## config.mk

```make
export PLATFORM = sky130hd
export DESIGN_NAME = i2c_target_regs
export DESIGN_NICKNAME = d
export VERILOG_FILES = /design/src/rtl/i2c_pkg.sv /design/src/rtl/i2c_line_cond.sv /design/src/rtl/i2c_target_regs.sv
export SDC_FILE = /design/constraint.sdc
export NUM_CORES = 1
export LEC_CHECK = 0
export CORE_AREA = 2 2 48 94
export CTS_CLUSTER_SIZE = 40
export DETAILED_ROUTE_END_ITERATION = 16
export DIE_AREA = 0 0 50 96
export PLACE_DENSITY = 0.84
export SKIP_CTS_REPAIR_TIMING = 1
export SLEW_MARGIN = 20
export SYNTH_ARGS = -nofsm -noshare
export SYNTH_HDL_FRONTEND = slang
export SYNTH_SLANG_ARGS = --single-unit
```

## constraint.sdc

```tcl
create_clock -name clk -period 3 [get_ports clk]
set_clock_uncertainty 0.1 [all_clocks]
set_input_delay 0.45 -clock clk [delete_from_list [all_inputs] [get_ports clk]]
set_output_delay 0.45 -clock clk [all_outputs]
set_load 0.02 [all_outputs]
```

## src/rtl/i2c_pkg.sv

```systemverilog
// -----------------------------------------------------------------------------
// i2c_pkg
// Shared definitions for the I2C target register window: the protocol FSM
// state encoding and the bus-level polarity constants.
// No ports.
// -----------------------------------------------------------------------------
package i2c_pkg;

   typedef enum logic [3:0] {
      IDLE,
      ADDR,
      ADDR_ACK,
      PTR,
      PTR_ACK,
      WRITE,
      WRITE_ACK,
      READ,
      READ_ACK
   } i2c_state_e;

   // Value of the R/W bit that requests a read transfer.
   localparam logic I2C_RW_READ = 1'b1;
   // SDA level of an acknowledge bit.
   localparam logic I2C_ACK     = 1'b0;

endpackage

```

## src/rtl/i2c_line_cond.sv

```systemverilog
// -----------------------------------------------------------------------------
// i2c_line_cond
// Conditions the asynchronous SCL/SDA pair for the target FSM: two-flop
// synchronisers (reset to the idle-bus level 1), an optional 3-sample majority
// filter, and edge / START / STOP detection against a 1-clk-delayed copy.
//
// Optional feature: define I2C_TARGET_GLITCH_FILTER_EN to insert the majority
// filter (rejects pulses shorter than 2 clk, adds 2 clk of latency).
//
// Ports:
//   clk        in   system clock
//   rst        in   synchronous active-high reset
//   scl_i      in   raw SCL line
//   sda_i      in   raw SDA line
//   sda_o      out  conditioned SDA level (for sampling data bits)
//   scl_rise_o out  1-clk pulse on conditioned SCL rising edge
//   scl_fall_o out  1-clk pulse on conditioned SCL falling edge
//   start_o    out  1-clk pulse: SDA fell while SCL high
//   stop_o     out  1-clk pulse: SDA rose while SCL high
// -----------------------------------------------------------------------------
module i2c_line_cond
   import i2c_pkg::*;
(
   input  logic clk,
   input  logic rst,
   input  logic scl_i,
   input  logic sda_i,
   output logic sda_o,
   output logic scl_rise_o,
   output logic scl_fall_o,
   output logic start_o,
   output logic stop_o
);

   logic [1:0] scl_sync_q;
   logic [1:0] sda_sync_q;
   logic       scl_cur;
   logic       sda_cur;
   logic       scl_prev_q;
   logic       sda_prev_q;

   always_ff @(posedge clk) begin
      if (rst) begin
         scl_sync_q <= 2'b11;
         sda_sync_q <= 2'b11;
      end else begin
         scl_sync_q <= {scl_sync_q[0], scl_i};
         sda_sync_q <= {sda_sync_q[0], sda_i};
      end
   end

`ifdef I2C_TARGET_GLITCH_FILTER_EN
   logic [2:0] scl_hist_q;
   logic [2:0] sda_hist_q;

   function automatic logic maj3(input logic [2:0] v);
      return (v[0] & v[1]) | (v[0] & v[2]) | (v[1] & v[2]);
   endfunction

   always_ff @(posedge clk) begin
      if (rst) begin
         scl_hist_q <= 3'b111;
         sda_hist_q <= 3'b111;
      end else begin
         scl_hist_q <= {scl_hist_q[1:0], scl_sync_q[1]};
         sda_hist_q <= {sda_hist_q[1:0], sda_sync_q[1]};
      end
   end

   // A level must occupy two of the three history taps before it passes,
   // so a single-clk pulse never reaches the edge detectors.
   assign scl_cur = maj3(scl_hist_q);
   assign sda_cur = maj3(sda_hist_q);
`else
   assign scl_cur = scl_sync_q[1];
   assign sda_cur = sda_sync_q[1];
`endif

   always_ff @(posedge clk) begin
      if (rst) begin
         scl_prev_q <= 1'b1;
         sda_prev_q <= 1'b1;
      end else begin
         scl_prev_q <= scl_cur;
         sda_prev_q <= sda_cur;
      end
   end

   assign sda_o      = sda_cur;
   assign scl_rise_o =  scl_cur & ~scl_prev_q;
   assign scl_fall_o = ~scl_cur &  scl_prev_q;
   // SCL must be high on both samples so an SDA change that coincides with an
   // SCL edge is never mistaken for a bus condition.
   assign start_o    = scl_cur & scl_prev_q &  sda_prev_q & ~sda_cur;
   assign stop_o     = scl_cur & scl_prev_q & ~sda_prev_q &  sda_cur;

endmodule

```

## src/rtl/i2c_target_regs.sv

```systemverilog
// -----------------------------------------------------------------------------
// i2c_target_regs
// I2C target exposing a window of 2**REG_AW 8-bit registers to local logic.
// The first byte written after the address is the register pointer; further
// written bytes store with auto-increment; reads stream registers starting at
// the pointer. The pointer survives a repeated START (pointer-write-then-read).
//
// Optional feature: I2C_TARGET_GLITCH_FILTER_EN (see i2c_line_cond).
//
// Ports:
//   clk        in   system clock, >= 8x SCL
//   rst        in   synchronous active-high reset
//   scl_in     in   SCL line level (asynchronous)
//   sda_in     in   SDA line level (asynchronous)
//   sda_oe     out  1 = pull SDA low
//   reg_addr   out  current register pointer
//   reg_wr_en  out  one-clk write strobe
//   reg_wdata  out  write data, valid with reg_wr_en
//   reg_rd_en  out  one-clk pulse when reg_rdata is captured
//   reg_rdata  in   combinational read data for reg_addr
//   busy       out  high from a matched address until STOP or START
// -----------------------------------------------------------------------------
module i2c_target_regs
   import i2c_pkg::*;
#(
   parameter logic [6:0] SLAVE_ADDR = 7'h50,
   parameter int         REG_AW     = 3
) (
   input  logic              clk,
   input  logic              rst,
   input  logic              scl_in,
   input  logic              sda_in,
   output logic              sda_oe,
   output logic [REG_AW-1:0] reg_addr,
   output logic              reg_wr_en,
   output logic [7:0]        reg_wdata,
   output logic              reg_rd_en,
   input  logic [7:0]        reg_rdata,
   output logic              busy
);

   logic sda_lvl;
   logic scl_rise;
   logic scl_fall;
   logic start_det;
   logic stop_det;

   i2c_line_cond u_line (
      .clk        (clk),
      .rst        (rst),
      .scl_i      (scl_in),
      .sda_i      (sda_in),
      .sda_o      (sda_lvl),
      .scl_rise_o (scl_rise),
      .scl_fall_o (scl_fall),
      .start_o    (start_det),
      .stop_o     (stop_det)
   );

   i2c_state_e        state_q, state_d;
   logic [2:0]        cnt_q, cnt_d;
   logic              ph_q, ph_d;       // ACK slot: 0 = slot not yet opened
   logic              mack_q, mack_d;   // master acknowledged the read byte
   logic              oe_q, oe_d;
   logic [REG_AW-1:0] addr_q, addr_d;
   logic              wr_en_q, wr_en_d;
   logic [7:0]        wdata_q, wdata_d;
   logic              rd_en_q, rd_en_d;
   logic              busy_q, busy_d;
   logic [6:0]        shift_q, shift_d; // received bits; MSB falls off at byte end
   logic [6:0]        tx_q, tx_d;       // remaining read bits after the one on SDA
   logic [7:0]        byte_in;

   assign byte_in = {shift_q, sda_lvl};

   always_comb begin
      state_d = state_q;
      cnt_d   = cnt_q;
      ph_d    = ph_q;
      mack_d  = mack_q;
      oe_d    = oe_q;
      addr_d  = addr_q;
      wr_en_d = 1'b0;
      wdata_d = wdata_q;
      rd_en_d = 1'b0;
      busy_d  = busy_q;
      shift_d = shift_q;
      tx_d    = tx_q;

      if (stop_det) begin
         state_d = IDLE;
         cnt_d   = 3'd0;
         ph_d    = 1'b0;
         oe_d    = 1'b0;
         busy_d  = 1'b0;
      end else if (start_det) begin
         state_d = ADDR;
         cnt_d   = 3'd0;
         ph_d    = 1'b0;
         oe_d    = 1'b0;
         busy_d  = 1'b0;
      end else begin
         case (state_q)
            IDLE: ;

            ADDR: begin
               if (scl_rise) begin
                  shift_d = byte_in[6:0];
                  cnt_d   = cnt_q + 3'd1;
                  if (cnt_q == 3'd7) begin
                     if (byte_in[7:1] == SLAVE_ADDR) begin
                        state_d = ADDR_ACK;
                        busy_d  = 1'b1;
                     end else begin
                        state_d = IDLE;
                     end
                  end
               end
            end

            ADDR_ACK: begin
               if (scl_fall) begin
                  if (!ph_q) begin
                     oe_d = 1'b1;
                     ph_d = 1'b1;
                  end else begin
                     ph_d = 1'b0;
                     // shift_q[0] still holds the R/W bit of the address byte.
                     if (shift_q[0] == I2C_RW_READ) begin
                        state_d = READ;
                        tx_d    = reg_rdata[6:0];
                        rd_en_d = 1'b1;
                        oe_d    = ~reg_rdata[7];
                     end else begin
                        state_d = PTR;
                        oe_d    = 1'b0;
                     end
                  end
               end
            end

            PTR: begin
               if (scl_rise) begin
                  shift_d = byte_in[6:0];
                  cnt_d   = cnt_q + 3'd1;
                  if (cnt_q == 3'd7) begin
                     addr_d  = byte_in[REG_AW-1:0];
                     state_d = PTR_ACK;
                  end
               end
            end

            PTR_ACK: begin
               if (scl_fall) begin
                  if (!ph_q) begin
                     oe_d = 1'b1;
                     ph_d = 1'b1;
                  end else begin
                     oe_d    = 1'b0;
                     ph_d    = 1'b0;
                     state_d = WRITE;
                  end
               end
            end

            WRITE: begin
               if (scl_rise) begin
                  shift_d = byte_in[6:0];
                  cnt_d   = cnt_q + 3'd1;
                  if (cnt_q == 3'd7) begin
                     wr_en_d = 1'b1;
                     wdata_d = byte_in;
                     state_d = WRITE_ACK;
                  end
               end
            end

            WRITE_ACK: begin
               if (scl_fall) begin
                  if (!ph_q) begin
                     oe_d = 1'b1;
                     ph_d = 1'b1;
                  end else begin
                     oe_d    = 1'b0;
                     ph_d    = 1'b0;
                     addr_d  = addr_q + REG_AW'(1);
                     state_d = WRITE;
                  end
               end
            end

            READ: begin
               if (scl_rise) begin
                  cnt_d = cnt_q + 3'd1;
                  if (cnt_q == 3'd7) begin
                     state_d = READ_ACK;
                  end
               end else if (scl_fall) begin
                  oe_d = ~tx_q[6];
                  tx_d = {tx_q[5:0], 1'b0};
               end
            end

            READ_ACK: begin
               if (scl_fall) begin
                  if (!ph_q) begin
                     oe_d = 1'b0;
                     ph_d = 1'b1;
                  end else begin
                     ph_d = 1'b0;
                     if (mack_q) begin
                        state_d = READ;
                        tx_d    = reg_rdata[6:0];
                        rd_en_d = 1'b1;
                        oe_d    = ~reg_rdata[7];
                     end else begin
                        state_d = IDLE;
                     end
                  end
               end else if (scl_rise && ph_q) begin
                  // Advance the pointer as soon as the ACK is seen so that
                  // reg_rdata already reflects the next register at the fall.
                  mack_d = (sda_lvl == I2C_ACK);
                  if (sda_lvl == I2C_ACK) begin
                     addr_d = addr_q + REG_AW'(1);
                  end
               end
            end

            default: state_d = IDLE;
         endcase
      end
   end

   always_ff @(posedge clk) begin
      if (rst) begin
         state_q <= IDLE;
         cnt_q   <= 3'd0;
         ph_q    <= 1'b0;
         mack_q  <= 1'b0;
         oe_q    <= 1'b0;
         addr_q  <= '0;
         wr_en_q <= 1'b0;
         wdata_q <= 8'h00;
         rd_en_q <= 1'b0;
         busy_q  <= 1'b0;
      end else begin
         state_q <= state_d;
         cnt_q   <= cnt_d;
         ph_q    <= ph_d;
         mack_q  <= mack_d;
         oe_q    <= oe_d;
         addr_q  <= addr_d;
         wr_en_q <= wr_en_d;
         wdata_q <= wdata_d;
         rd_en_q <= rd_en_d;
         busy_q  <= busy_d;
      end
   end

   always_ff @(posedge clk) begin
      shift_q <= shift_d;
      tx_q    <= tx_d;
   end

   assign sda_oe    = oe_q;
   assign reg_addr  = addr_q;
   assign reg_wr_en = wr_en_q;
   assign reg_wdata = wdata_q;
   assign reg_rd_en = rd_en_q;
   assign busy      = busy_q;

endmodule

```

==> reports/qor.yml <==
status:
  outcome: "completed"
sta:
  slew_headroom_pct: 48.33
  setup_viol: 0
  slew_violations: 0
  period_needed_ns: 2.436
  period_share_pct: 81.21
  rsz0062_at_grt: "no"
  fin_ws_ns: 0.5637
  setup_tns_ns: 0
  fmaxAchievable_ghz: 0.4105
  finalHoldViolCount: 0
  tightest_slew_ns: 0.7740
synth:
  synth-edff-count: 14
  synth_ff_type: "dfxtp_1"
  synth_cell_type_count: 56
  synth_top_area_share_pct: 27.75
  ys_seq_area_share_pct: 47.17
  synthCells: 218
  netlist_area_sq_mm: 0.002165
  synth_area_leaders: "dfxtp_1 28%, edfxtp_1 19%, mux2i_1 6.0%"
  ys_ff_latch: 44
  avgSynthCellArea_sq_um: 9.929
  yosysTopAreaCell: "dfxtp_1"
  ys_warn_count: 0
  ys_async_sr_fraction_pct: 0
  syn_nets: 233
drt:
  dr_total_vias: 1641
  drt_iter0_drc: 51
  final_antenna_net_count: 0
  vias_per_cell: 5.582
  drtPass1Iterations: 4
  drc: 0
  wl_per_cell_um: 14.44
  routed_wl_um: 4244
cells_and_area:
  final_nets: 256
  syn_to_final_growth_pct: 16.88
  diodes: 0
  drive_above_1_share_pct: 11.98
clocking:
  numCtsBuffers: 5
  clkSlewWorstSetupHoldPaths_ns: 0.08
  cts_tree: "done"
  root_buffer: "clkbuf_8"
  clockBufferDepth: 2
  clk_latency_ns: 0.29
  cts.sinks: 44
  h-tree-depth: 2
global_route:
  grt_pass1_vias: 1592
  track_usage_pct: 19.32
  antenna_found_initial: 0
  grt-ovfl-total: 0
  grt_max_degree: 24
  grt_pass1_wl_um: 7093
setup_path:
  r2r-end: "reg_wdata[1]$_SDFFE_PP0P_"
  worstReg2RegStart: "state_q[3]$_SDFFE_PP0P_"
  crit_arrival_ns: 2.52
  reg2reg_depth: 5
  ff2ff_setup_slack_ns: 0.56
  worstSetupStartpointType: "register"
  path_class: "register to register"
  worst_ep_required_time_ns: 3.09
  cp_max_fo: 23
  cp-end-kind: "register"
floorplan:
  dieArea_sq_mm: 0.004800
  io_pins: 27
  initial_core_util_pct: 52.95
  rows: 33
  die_height_um: 96
  die_x_um: 50
  core_sq_mm: 0.004088
worst_hold_path:
  worstHoldStart: "u_line.sda_sync_q[0]$_SDFF_PP1_"
  min_path_cells: 1
  hold_class: "register to register"
  whs_endpoint: "u_line.sda_sync_q[1]$_SDFF_PP1_"
place:
  dp_hpwl_um: 3221
  dp_slack_ns: 0.5896
  numPortBuffers: 26
  routabilityCongestion: 0.8240
power:
  peakVddDrop_mv: 0.3460
  leakage_nw: 0.9814
  pwr_density_cell_mw_per_mm2: 495.1
run:
  maxCapViolCount: 0
==> registers in the layout, summed over array words and instances (netlist names), 2 cells and up <==
signal / count
u_line.scl_sync_q: 2
state_q: 4
reg_addr: 3
u_line.sda_sync_q: 2
tx_q: 7
reg_wdata: 8
shift_q: 7
cnt_q: 3
==> worst max path at each step <==
stage | slack, ns | cells past startpoint | endpoint | startpoint
5_1_grt | 0.39 | 5 | reg_wdata[5]$_SDFFE_PP0P_ | state_q[3]$_SDFFE_PP0P_
3_3_place_gp | 0.67 | 5 | reg_wdata[1]$_SDFFE_PP0P_ | state_q[3]$_SDFFE_PP0P_
3_5_place_dp | 0.59 | 5 | reg_wdata[2]$_SDFFE_PP0P_ | state_q[3]$_SDFFE_PP0P_
2_1_floorplan | 0.73 | 6 | tx_q[0]$_SDFFCE_PP0P_ | state_q[3]$_SDFFE_PP0P_
4_1_cts | 0.59 | 5 | reg_wdata[2]$_SDFFE_PP0P_ | state_q[3]$_SDFFE_PP0P_
6_report | 0.56 | 5 | reg_wdata[1]$_SDFFE_PP0P_ | state_q[3]$_SDFFE_PP0P_
==> cells by family (layout without fill, tap and decap cells) <==
family | Yosys count | count (layout) | share of synthesized area [%]
simple gates | 92 | 92 | 21.68
fa+ha+maj | 4 | 4 | 2.197
buf+inv | 19 | 43 | 4.682
compound gates | 41 | 41 | 16.24
xor+xnor | 5 | 5 | 2.023
mux | 13 | 13 | 6.011
flops | 44 | 44 | 47.17
==> cell usage in the layout, fill, tap and decap left out, drive strengths merged, types with 4 or more instances in the layout <==
cell	count
edfxtp	14
a211oi	6
clkdlybuf4s50	26
a21oi	8
inv	5
or2	7
clkbuf	6
dfxtp	30
nor2	25
o21ai	4
mux2i	13
nand2	30
buf	4
nor3	6
nand3	5
nor2b	4
==> critical path: stages (launching register included) <==
cell,delay [ns]
dfxtp_1,0.56
nand2b_2,0.35
nor3b_2,0.44
nand3_1,0.52
mux2i_1,0.29
nor2_1,0.06
==> routing by layer <==
layer  share of wire, %  track usage [%]  vias up
met2                 57            36.18       40
met5                  0                0        -
met4                2.8            10.19        0
li1                   -                -      820
met1                 37            19.76      770
met3                2.5            3.416       11
==> report_power, final <==
group	total, mW	internal, mW	switching (mW)
Clock	0.372	0.183	0.188
Combinational	0.228	0.0972	0.131
Sequential	0.653	0.633	0.0202
==> Yosys cell counts (2+ instances only) <==
cell type  number
xor2_1          2
nor3_1          5
nor2_1         25
buf_4           2
a32oi_1         2
and2_1          2
or2_2           7
mux2i_1        13
nor4_1          2
o21a_1          3
buf_6           2
o21ai_1         3
xnor2_1         3
buf_2           6
a21o_1          3
edfxtp_1       14
a211oi_1        5
ha_1            3
inv_1           5
nand2b_1        2
nor2b_1         3
nand3_1         5
clkbuf_1        4
nand2_1        30
dfxtp_1        30
a21oi_1         7
==> area by class of cell <==
cell class                 instances  area, sq um
timing repair buffer              30        290.3
clock inverter                     2        10.01
tap                               52        65.06
fill                             325         1558
inverter                           5        18.77
multi-input combinational        155         1042
sequential                        44         1021
clock buffer                       6        82.58
==> metrics by stage <==
step                area [sq um]  power (mW)  std cells  hold WS, ns  utilization, %
global route                2530       1.305        294       0.3321           61.89
detailed placement          2437      0.8929        286       0.2950           59.63
global placement            2437      0.8882        286       0.2915           59.63
floorplan                   2165      0.8377        218       0.2895               -
CTS                         2530       1.262        294       0.3112           61.89
finish                      2530       1.253        294       0.3085           61.89
Power figures use the tool's default switching activity.
